**config.mk**
```make
export PLATFORM = sky130hd
export DESIGN_NAME = io_panel_bcd
export DESIGN_NICKNAME = d
export VERILOG_FILES = /design/src/rtl/io_panel_pkg.sv /design/src/rtl/sw_debounce.sv /design/src/rtl/io_panel_bcd.sv
export SDC_FILE = /design/constraint.sdc
export NUM_CORES = 1
export LEC_CHECK = 0
export CAP_MARGIN = 20
export CORE_ASPECT_RATIO = 1.75
export CORE_UTILIZATION = 47
export CTS_CLUSTER_DIAMETER = 100
export DETAILED_ROUTE_END_ITERATION = 10
export PLACE_DENSITY = 0.76
export REMOVE_ABC_BUFFERS = 1
export SLEW_MARGIN = 25
export SYNTH_ARGS = -nofsm -noshare
export SYNTH_HDL_FRONTEND = slang
export SYNTH_SLANG_ARGS = --single-unit
```
**constraint.sdc**
```tcl
create_clock -name clk -period 2.6 [get_ports clk]
set_input_delay 0.52 -clock clk [delete_from_list [all_inputs] [get_ports clk]]
set_output_delay 0.52 -clock clk [all_outputs]
set_load 0.005 [all_outputs]
```
**src/rtl/io_panel_pkg.sv**
```systemverilog
// Shared types and helpers for the front-panel I/O block: converter states,
// seven-segment encoding and BCD sizing.
package io_panel_pkg;

    typedef enum logic [1:0] {
        ST_LOAD  = 2'd0,
        ST_SHIFT = 2'd1,
        ST_STORE = 2'd2
    } conv_state_t;

    localparam logic [6:0] SEG_DASH  = 7'b0111111;
    localparam logic [6:0] SEG_BLANK = 7'b1111111;

    // Active-low segments, bit0 = a .. bit6 = g.
    function automatic logic [6:0] seg7(input logic [3:0] nib);
        case (nib)
            4'h0: return 7'b1000000;
            4'h1: return 7'b1111001;
            4'h2: return 7'b0100100;
            4'h3: return 7'b0110000;
            4'h4: return 7'b0011001;
            4'h5: return 7'b0010010;
            4'h6: return 7'b0000010;
            4'h7: return 7'b1111000;
            4'h8: return 7'b0000000;
            4'h9: return 7'b0010000;
            4'hA: return 7'b0001000;
            4'hB: return 7'b0000011;
            4'hC: return 7'b1000110;
            4'hD: return 7'b0100001;
            4'hE: return 7'b0000110;
            default: return 7'b0001110;
        endcase
    endfunction

    // Decimal digits needed to hold any val_w-bit unsigned value.
    function automatic int bcd_digits(input int val_w);
        return (val_w * 3) / 10 + 1;
    endfunction

endpackage

```
**src/rtl/sw_debounce.sv**
```systemverilog
// Single-bit switch debouncer: 2-FF synchroniser followed by a stability
// counter that only lets the output flip after DB_CYCLES mismatched cycles.
module sw_debounce #(
    parameter int DB_CYCLES = 16
) (
    input  logic clk,
    input  logic reset,
    input  logic raw,
    output logic db
);

    localparam int CW = (DB_CYCLES > 1) ? $clog2(DB_CYCLES) : 1;

    logic [1:0]    sync;
    logic [CW-1:0] cnt;

    // NOTE: sequential state uses non-blocking assignments so every flop
    // samples pre-edge values, which the synchroniser chain depends on.
    always_ff @(posedge clk) begin
        if (reset) begin
            sync <= '0;
            cnt  <= '0;
            db   <= 1'b0;
        end else begin
            sync <= {sync[0], raw};
            if (sync[1] == db) begin
                cnt <= '0;
            end else if (cnt == CW'(DB_CYCLES - 1)) begin
                db  <= ~db;
                cnt <= '0;
            end else begin
                cnt <= cnt + CW'(1);
            end
        end
    end

endmodule

```
**src/rtl/io_panel_bcd.sv**
```systemverilog
// Front-panel I/O: debounced switch ports in, and one shared double-dabble
// (or raw hex) converter time-multiplexed over N_CH seven-segment channels.
module io_panel_bcd
    import io_panel_pkg::*;
#(
    parameter int N_IN      = 2,
    parameter int IN_W      = 5,
    parameter int N_CH      = 3,
    parameter int DIGITS    = 2,
    parameter int VAL_W     = 32,
    parameter int DB_CYCLES = 16,
    parameter int HEX_MODE  = 0
) (
    input  logic                       clk,
    input  logic                       reset,
    input  logic [N_IN*IN_W-1:0]       sw,
    input  logic [N_CH*VAL_W-1:0]      out_val,
    output logic [N_IN*VAL_W-1:0]      in_val,
    output logic [N_CH*DIGITS*7-1:0]   hex,
    output logic [N_CH-1:0]            ovf,
    output logic                       busy
);

    localparam int N_SW   = N_IN * IN_W;
    localparam int BCD_N  = bcd_digits(VAL_W);
    localparam int BCD_W  = 4 * BCD_N;
    localparam int BCD_PW = 4 * DIGITS + BCD_W;
    localparam int BIN_PW = 4 * DIGITS + VAL_W;
    localparam int CH_W   = (N_CH > 1) ? $clog2(N_CH) : 1;
    localparam int CNT_W  = $clog2(VAL_W);
    localparam int SEG_W  = DIGITS * 7;

    logic [N_SW-1:0] db_bits;

    for (genvar i = 0; i < N_SW; i++) begin : g_db
        sw_debounce #(.DB_CYCLES(DB_CYCLES)) u_db (
            .clk   (clk),
            .reset (reset),
            .raw   (sw[i]),
            .db    (db_bits[i])
        );
    end

    for (genvar p = 0; p < N_IN; p++) begin : g_in
        assign in_val[p*VAL_W +: VAL_W] = VAL_W'(db_bits[p*IN_W +: IN_W]);
    end

    conv_state_t          state, state_nx;
    logic [CH_W-1:0]      ch;
    logic [CNT_W-1:0]     shift_cnt;
    logic [VAL_W-1:0]     bin, bin_sh;
    logic [BCD_W-1:0]     bcd, bcd_adj, bcd_sh;
    logic [BCD_PW-1:0]    bcd_pad;
    logic [BIN_PW-1:0]    bin_pad;
    logic [3:0]           nib;
    logic [SEG_W-1:0]     seg_word;
    logic                 ovf_now;
    logic [N_CH*SEG_W-1:0] hex_q;
    logic [N_CH-1:0]      ovf_q;

    always_ff @(posedge clk) begin
        if (reset) state <= ST_LOAD;
        else       state <= state_nx;
    end

    // NOTE: every always_comb output gets a default first so no path leaves
    // it unassigned, which would otherwise infer a latch.
    always_comb begin
        state_nx = state;
        case (state)
            ST_LOAD:  state_nx = (HEX_MODE != 0) ? ST_STORE : ST_SHIFT;
            ST_SHIFT: if (shift_cnt == CNT_W'(VAL_W - 1)) state_nx = ST_STORE;
            ST_STORE: state_nx = ST_LOAD;
            default:  state_nx = ST_LOAD;
        endcase
    end

    // One double-dabble step: add-3 correction then shift {bcd,bin} left.
    always_comb begin
        bcd_adj = bcd;
        for (int i = 0; i < BCD_N; i++) begin
            if (bcd[4*i +: 4] >= 4'd5) bcd_adj[4*i +: 4] = bcd[4*i +: 4] + 4'd3;
        end
        {bcd_sh, bin_sh} = {bcd_adj, bin} << 1;
    end

    // Zero padding lets DIGITS exceed the source width without range errors.
    always_comb begin
        bcd_pad  = BCD_PW'(bcd);
        bin_pad  = BIN_PW'(bin);
        nib      = '0;
        seg_word = '0;
        if (HEX_MODE != 0) ovf_now = (bin >> (4 * DIGITS)) != '0;
        else               ovf_now = (bcd >> (4 * DIGITS)) != '0;
        for (int d = 0; d < DIGITS; d++) begin
            nib = (HEX_MODE != 0) ? bin_pad[4*d +: 4] : bcd_pad[4*d +: 4];
            seg_word[7*d +: 7] = ovf_now ? SEG_DASH : seg7(nib);
        end
    end

    // NOTE: the display registers are reset explicitly so the panel comes up
    // blank instead of showing garbage until each channel is first stored.
    always_ff @(posedge clk) begin
        if (reset) begin
            ch        <= '0;
            shift_cnt <= '0;
            bin       <= '0;
            bcd       <= '0;
            hex_q     <= {(N_CH * DIGITS){SEG_BLANK}};
            ovf_q     <= '0;
        end else begin
            case (state)
                ST_LOAD: begin
                    bin       <= out_val[ch*VAL_W +: VAL_W];
                    bcd       <= '0;
                    shift_cnt <= '0;
                end
                ST_SHIFT: begin
                    bin       <= bin_sh;
                    bcd       <= bcd_sh;
                    shift_cnt <= shift_cnt + CNT_W'(1);
                end
                ST_STORE: begin
                    hex_q[ch*SEG_W +: SEG_W] <= seg_word;
                    ovf_q[ch]                <= ovf_now;
                    ch <= (ch == CH_W'(N_CH - 1)) ? '0 : ch + CH_W'(1);
                end
                default: ;
            endcase
        end
    end

    assign hex  = hex_q;
    assign ovf  = ovf_q;
    assign busy = (state == ST_SHIFT);

endmodule

```
# == After elaboration in Yosys (flattened, before gate mapping) ==
# Memory sizes are Yosys's and may differ from the RTL's. A register that Yosys moved wholly into a read port is not among the register bits.
# Index checks and enable logic that the tools add are counted.
# word_totals
ff_bits,196
latchBits,0
ram_bits,0
rom_bits,224
elab_cells,173
n_memories,2
# classes
add_sub_neg,23
n_mul,1
div,0
magnitude_cmp,12
n_eq_ne,25
n_shift,3
muxes,26
bitwise,20
reduce_logical,24
# mem_list
name,words,width,rd,rd_clocked_by_memory_dff,write_ports,line,text
(name not given),16,7,1,1,0,io_panel_pkg.sv:16,case (nib)
(name not given),16,7,1,1,0,io_panel_pkg.sv:16,
# op_table
operator,count
96-bit by 8-bit variable part select with 32-bit output,1
40-bit case mux with 2 select lines,1
32-bit case mux with 2 select lines,1
4-bit two-way mux,13
42-bit bitwise mux,1
14-bit by 34-bit variable shift with 42-bit output (first input constant),1
14-bit by 34-bit variable part select with 42-bit output,1
4-bit by 1-bit adder with 4-bit output (second input constant),10
4-bit equality test (second input constant),10
4-bit by 3-bit >= comparator with 1-bit output (second input constant),10
40-bit nonzero test,1
4-bit by 2-bit adder with 4-bit output (second input constant),9
6-bit negation with 34-bit output,1
3-bit OR reduction,10
1-bit NOT,20
2-bit AND reduction,10
7-bit two-way mux,2
1-bit equality test,10
5-bit case mux with 2 select lines,1
5-bit by 1-bit adder with 5-bit output (second input constant),1
5-bit equality test (second input constant),1
2-bit by 3-bit multiplier with 5-bit output (second input constant),1
2-bit equality test (second input constant),2
2-bit two-way mux,2
14 further kinds,14

# == Depth between registers and ports, before layout ==
# depth
depth_word,5
mapped_depth,12

# == Cells and area by module ==
# Synthesis repeated with hierarchy kept, for this count alone.
# hier_totals
cells_unflattened,1253
hier_area_um2,10996.8
# modules_own_cells
module,n_inst,cells_per_inst,area_each_um2
io_panel_bcd,1,1023,8519.4
sw_debounce,10,23,247.7

# == Worst setup path after synthesis ==
# OpenSTA, ideal clock, no wires.
# synth_path
path_kind,register -> register
from,reg ch[0]
to,"reg hex_q[22], in the netlist hex[22]"
setup_ps,122
arrival_time_ps,2544
setup_slack_ps,-66
stages_incl_launch_ff,11
path_buffers,4
period_less_slack_ps,2666
cell_sequence,dfxtp_1 -> buf_2 -> buf_2 -> clkinv_1 -> ha_1 -> buf_2 -> clkbuf_1 -> inv_1 -> o211ai_1 -> o211ai_1 -> a221o_1
# synth_between
elab_chain_cells,4
elab_cells_between_ends,5
cone_classes,add/sub (1); mul (1); shift (2); mux (1)
# synth_rtl
element,line,text
from (decl),io_panel_bcd.sv:49,logic [CH_W-1:0] ch;
from (signal assigned),io_panel_bcd.sv:126,ch <= (ch == CH_W'(N_CH - 1)) ? '0 : ch + CH_W'(1);
2-bit by 3-bit multiplier with 5-bit output (*),io_panel_bcd.sv:124,hex_q[ch*SEG_W +: SEG_W] <= seg_word;
6-bit negation with 34-bit output (*),io_panel_bcd.sv:124,
14-bit by 34-bit variable part select with 42-bit output or 14-bit by 34-bit variable shift with 42-bit output (tied branches),io_panel_bcd.sv:124,
42-bit bitwise mux (*),io_panel_bcd.sv:124,
to (signal assigned),io_panel_bcd.sv:109,hex_q <= {(N_CH * DIGITS){SEG_BLANK}};
"to (signal, indexed assignment)",io_panel_bcd.sv:124,
to (decl),io_panel_bcd.sv:58,logic [N_CH*SEG_W-1:0] hex_q;
# Mark *: on every way between the ends. The rest lies on a longest branch, timed or not.
# A chain may end at the register's enable or synchronous reset.

==> results summary <==
The startpoint of the lowest-slack hold path is g_db[2].u_db.sync[0]. The relative max-transition margin is 53.0%. The total number of clock tree sinks is 210. The flow ran to the end, and the final reports show no timing, DRC or antenna violations. The number of hold buffers added after CTS is 0. The total track usage is 22.0%.

The routability congestion estimate from global placement is 0.905. The detailed router placed 9011 vias in this run. The setup skew after layout is 0.00989 ns. The post-synthesis to final-layout area growth came out at 21.8%. The cell area after synthesis came out at 0.0108 mm^2. The number of buffers inserted by post-CTS setup repair came out at 0.

The total power divided by cell area came out at 503 mW/mm^2. The average footprint of a synthesized cell came out at 9.08 um^2. The critical-path maximum fanout is 4.

The number of hold-slack violations in the final timing report came out at 0. In the layout the commonest cells are 207 x sky130_fd_sc_hd__dfxtp_1, 162 x sky130_fd_sc_hd__clkdlybuf4s50_1, 84 x sky130_fd_sc_hd__a21oi_1. The actual slew at the worst max-slew pin is 0.699 ns. The required time at the endpoint of the critical path came out at 2.99 ns. Summed over all layers, the global routing overflow is 0. The peak supply drop is 0.000352 V.

For the finished layout, the period the worst path requires is 2.56 ns. The classification of the worst setup path is register to register. STA classifies the critical path startpoint as a register. The worst reg-to-reg path cell count is 8.

The routed wire length is 26600 um. The number of antenna diodes came out at 0. Setup repair after global routing could not meet its margin everywhere.

The CTS H-tree depth came out at 1. After floorplanning, the core was sized to cover 0.0223 mm^2. Clock tree synthesis selected as its root buffer the cell sky130_fd_sc_hd__clkbuf_16. The final worst slack came out at 0.0367 ns. The number of antenna violations at the first check in global routing is 0. The number of synthesized flops with an enable pin came out at 0. Max-cap violations in this run came to 0.

Among all flip-flop cells after synthesis, the most frequent one is sky130_fd_sc_hd__dfxtp_1. The worst hold path terminates at g_db[2].u_db.sync[1]. At the worst endpoint, the arrival time is 2.95 ns.

The initial detailed-routing violation count came out at 501. Of all flip-flops after synthesis, the portion carrying an async set or reset was 0%. The worst setup slack for register-to-register paths came out at 0.04 ns.

Counting flops and latches in the post-synthesis netlist gives 210. The initial core utilization came out at 48.4%. The clock transition at the registers of the reported paths is 0.06 ns. The insertion delay to the later sink of the worst-skew pair is 0.49 ns. The floorplan die area came out at 0.0235 mm^2. Counting every instance in the synthesized netlist gives 1185. The worst setup path is captured at a register. The estimated wirelength of the detail-placed design came out at 19400 um. The achievable clock frequency came out at 0.390 GHz. The leakage power summed over all cells is 0.00512 uW. The final setup violation count is 0. Counting the fill cells in the layout gives 1979. The TritonCTS buffer count is 20. Before antenna repair, the detailed router went through 5 iterations. The most common cell after layout, fill and taps aside is sky130_fd_sc_hd__dfxtp_1. The die extent in y came out at 202 um.

TritonCTS built the clock tree. The total number of placement rows came out at 72. The number of warning messages in the yosys log came out at 0. Counting distinct cell types in the post-synthesis netlist gives 73.

The instance count after placement with tap cells included is 1594. The final-report max-slew violation count is 0. The worst register-to-register path begins at bcd[5].

The top-level I/O count is 218. After the last flow step, the layout net total stands at 1485. The hold path depth is 1.

The fraction of final layout cells with drive strength greater than 1 is 9.01%. The number of port buffers came out at 163. The worst slack at placement came out at -0.0127 ns. The per-cell routed wire length is 16.4 um. The final clock period utilization by the worst path came out at 98.6%. After detailed routing, the number of remaining DRC violations is 0.

The path class of the tightest hold or removal check is register to register. The final non-filler cell total is 1628. The maximum buffer depth of the clock tree is 3. The critical path starts at bcd[5]. The post-synthesis sequential area ratio came out at 39.1%. The die is 116 um wide. The worst slack on hold paths is 0.437 ns. The post-route antenna net violation count came out at 0.

The first global-routing pass estimated 41700 um of wire. Entering global routing, the biggest net connects 119 pins. The design draws 6590 uW. The ratio of routed vias to standard cells came out at 5.54. The number of global-route vias before repair is 8787.
[registers in the layout, summed over array words and instances (netlist names), named ones only]
register and cells:
state 2, ovf 3, ch 2, bin 32
shift_cnt 5, hex 42, g_db.u_db.cnt 40, g_db.u_db.sync 20
g_db.u_db.db 10, bcd 40
[layer usage]
metal  wire length (um)  GRT usage [%]
met5                  0              0
met4               1060           10.1
met3               1110           2.85
met2              14700           42.4
met1               9780           22.7
[power breakdown]
part / switching (uW) / internal (uW) / total (uW) / leakage, uW
clock: 1190 / 1630 / 2820 / 0.000313
combinational: 193 / 261 / 454 / 0.00310
sequential: 32.0 / 3280 / 3310 / 0.00171
total: 1420 / 5170 / 6590 / 0.00512
[how the worst max path moves through the flow]
stage	to	cells past startpoint
2_1_floorplan	hex[21]	5
3_3_place_gp	register	7
3_5_place_dp	register	7
4_1_cts	register	8
5_1_grt	register	11
6_report	register	8
[critical path, stage by stage, from the launching register on]
cell and delay [ns]:
sky130_fd_sc_hd__dfxtp_1 0.36, sky130_fd_sc_hd__inv_1 0.09, sky130_fd_sc_hd__ha_1 0.20, sky130_fd_sc_hd__nand2b_1 0.22
sky130_fd_sc_hd__a2111oi_4 0.45, sky130_fd_sc_hd__a211o_1 0.26, sky130_fd_sc_hd__ha_1 0.28, sky130_fd_sc_hd__or4_1 0.51
sky130_fd_sc_hd__o311ai_1 0.09
[area by class of cell]
type / instances / area (um^2) / share of cell area, %
clock inverters: 6 / 55.1 / 0.420
multi-input cells: 817 / 5720 / 43.7
well taps: 296 / 370 / 2.83
inverters: 77 / 289 / 2.21
clock buffers: 28 / 572 / 4.36
flip-flops and latches: 210 / 4210 / 32.1
repair buffers: 194 / 1890 / 14.4
[Yosys cell counts (9+ instances only)]
cell type / number / share of area [%]
sky130_fd_sc_hd__or3_1: 13 / 0.76
sky130_fd_sc_hd__nor2_1: 84 / 2.9
sky130_fd_sc_hd__a32o_1: 10 / 0.93
sky130_fd_sc_hd__xnor2_1: 30 / 2.4
sky130_fd_sc_hd__o32ai_1: 9 / 0.73
sky130_fd_sc_hd__buf_2: 14 / 0.65
sky130_fd_sc_hd__o22ai_1: 10 / 0.58
sky130_fd_sc_hd__xor2_1: 17 / 1.4
sky130_fd_sc_hd__and3_1: 14 / 0.81
sky130_fd_sc_hd__a211o_1: 38 / 3.1
sky130_fd_sc_hd__nand2b_1: 16 / 0.93
sky130_fd_sc_hd__a21oi_1: 84 / 3.9
sky130_fd_sc_hd__a221oi_1: 33 / 2.7
sky130_fd_sc_hd__mux2_2: 33 / 3.5
sky130_fd_sc_hd__nor2b_1: 25 / 1.5
sky130_fd_sc_hd__buf_4: 64 / 4.5
sky130_fd_sc_hd__o221ai_1: 9 / 0.73
sky130_fd_sc_hd__dfxtp_1: 210 / 39
sky130_fd_sc_hd__o31ai_1: 16 / 1.1
sky130_fd_sc_hd__nand2_1: 78 / 2.7
sky130_fd_sc_hd__mux2i_1: 25 / 2.3
sky130_fd_sc_hd__nand3_1: 20 / 0.93
sky130_fd_sc_hd__o21ai_0: 32 / 1.5
sky130_fd_sc_hd__ha_1: 57 / 6.6
sky130_fd_sc_hd__clkbuf_1: 49 / 1.7
sky130_fd_sc_hd__inv_1: 74 / 2.6
sky130_fd_sc_hd__o211ai_1: 10 / 0.70
[cell families after synthesis]
logic type	count (synthesis)	synth area share [%]
and+or+nand+nor	292	13.6
DFF	210	39.1
muxes	62	6.62
buffers and inverters	211	9.76
other	1	0.0349
adders and majority gates	57	6.63
AOI/OAI and AO/OA	305	20.5
xor gates and xnor gates	47	3.83
[per-stage QoR]
| stage | TNS, ns | util [%] | area (um^2) |
|---|---|---|---|
| 3_3_place_gp | 0 | 56.0 | 12500 |
| 5_1_grt | -0.174 | 58.9 | 13100 |
| 6_report | 0 | 58.9 | 13100 |
| 2_1_floorplan | -111.48 | - | 10200 |
| 3_5_place_dp | -0.0127 | 56.0 | 12500 |
| 4_1_cts | 0 | 58.8 | 13100 |
[repair_timing]
item,in CTS,in global routing
pin swaps,1,0
gates cloned,0,0
endpoints found under the setup margin,1,8
gates resized for setup,0,3
(Power assumes the default switching activity.)
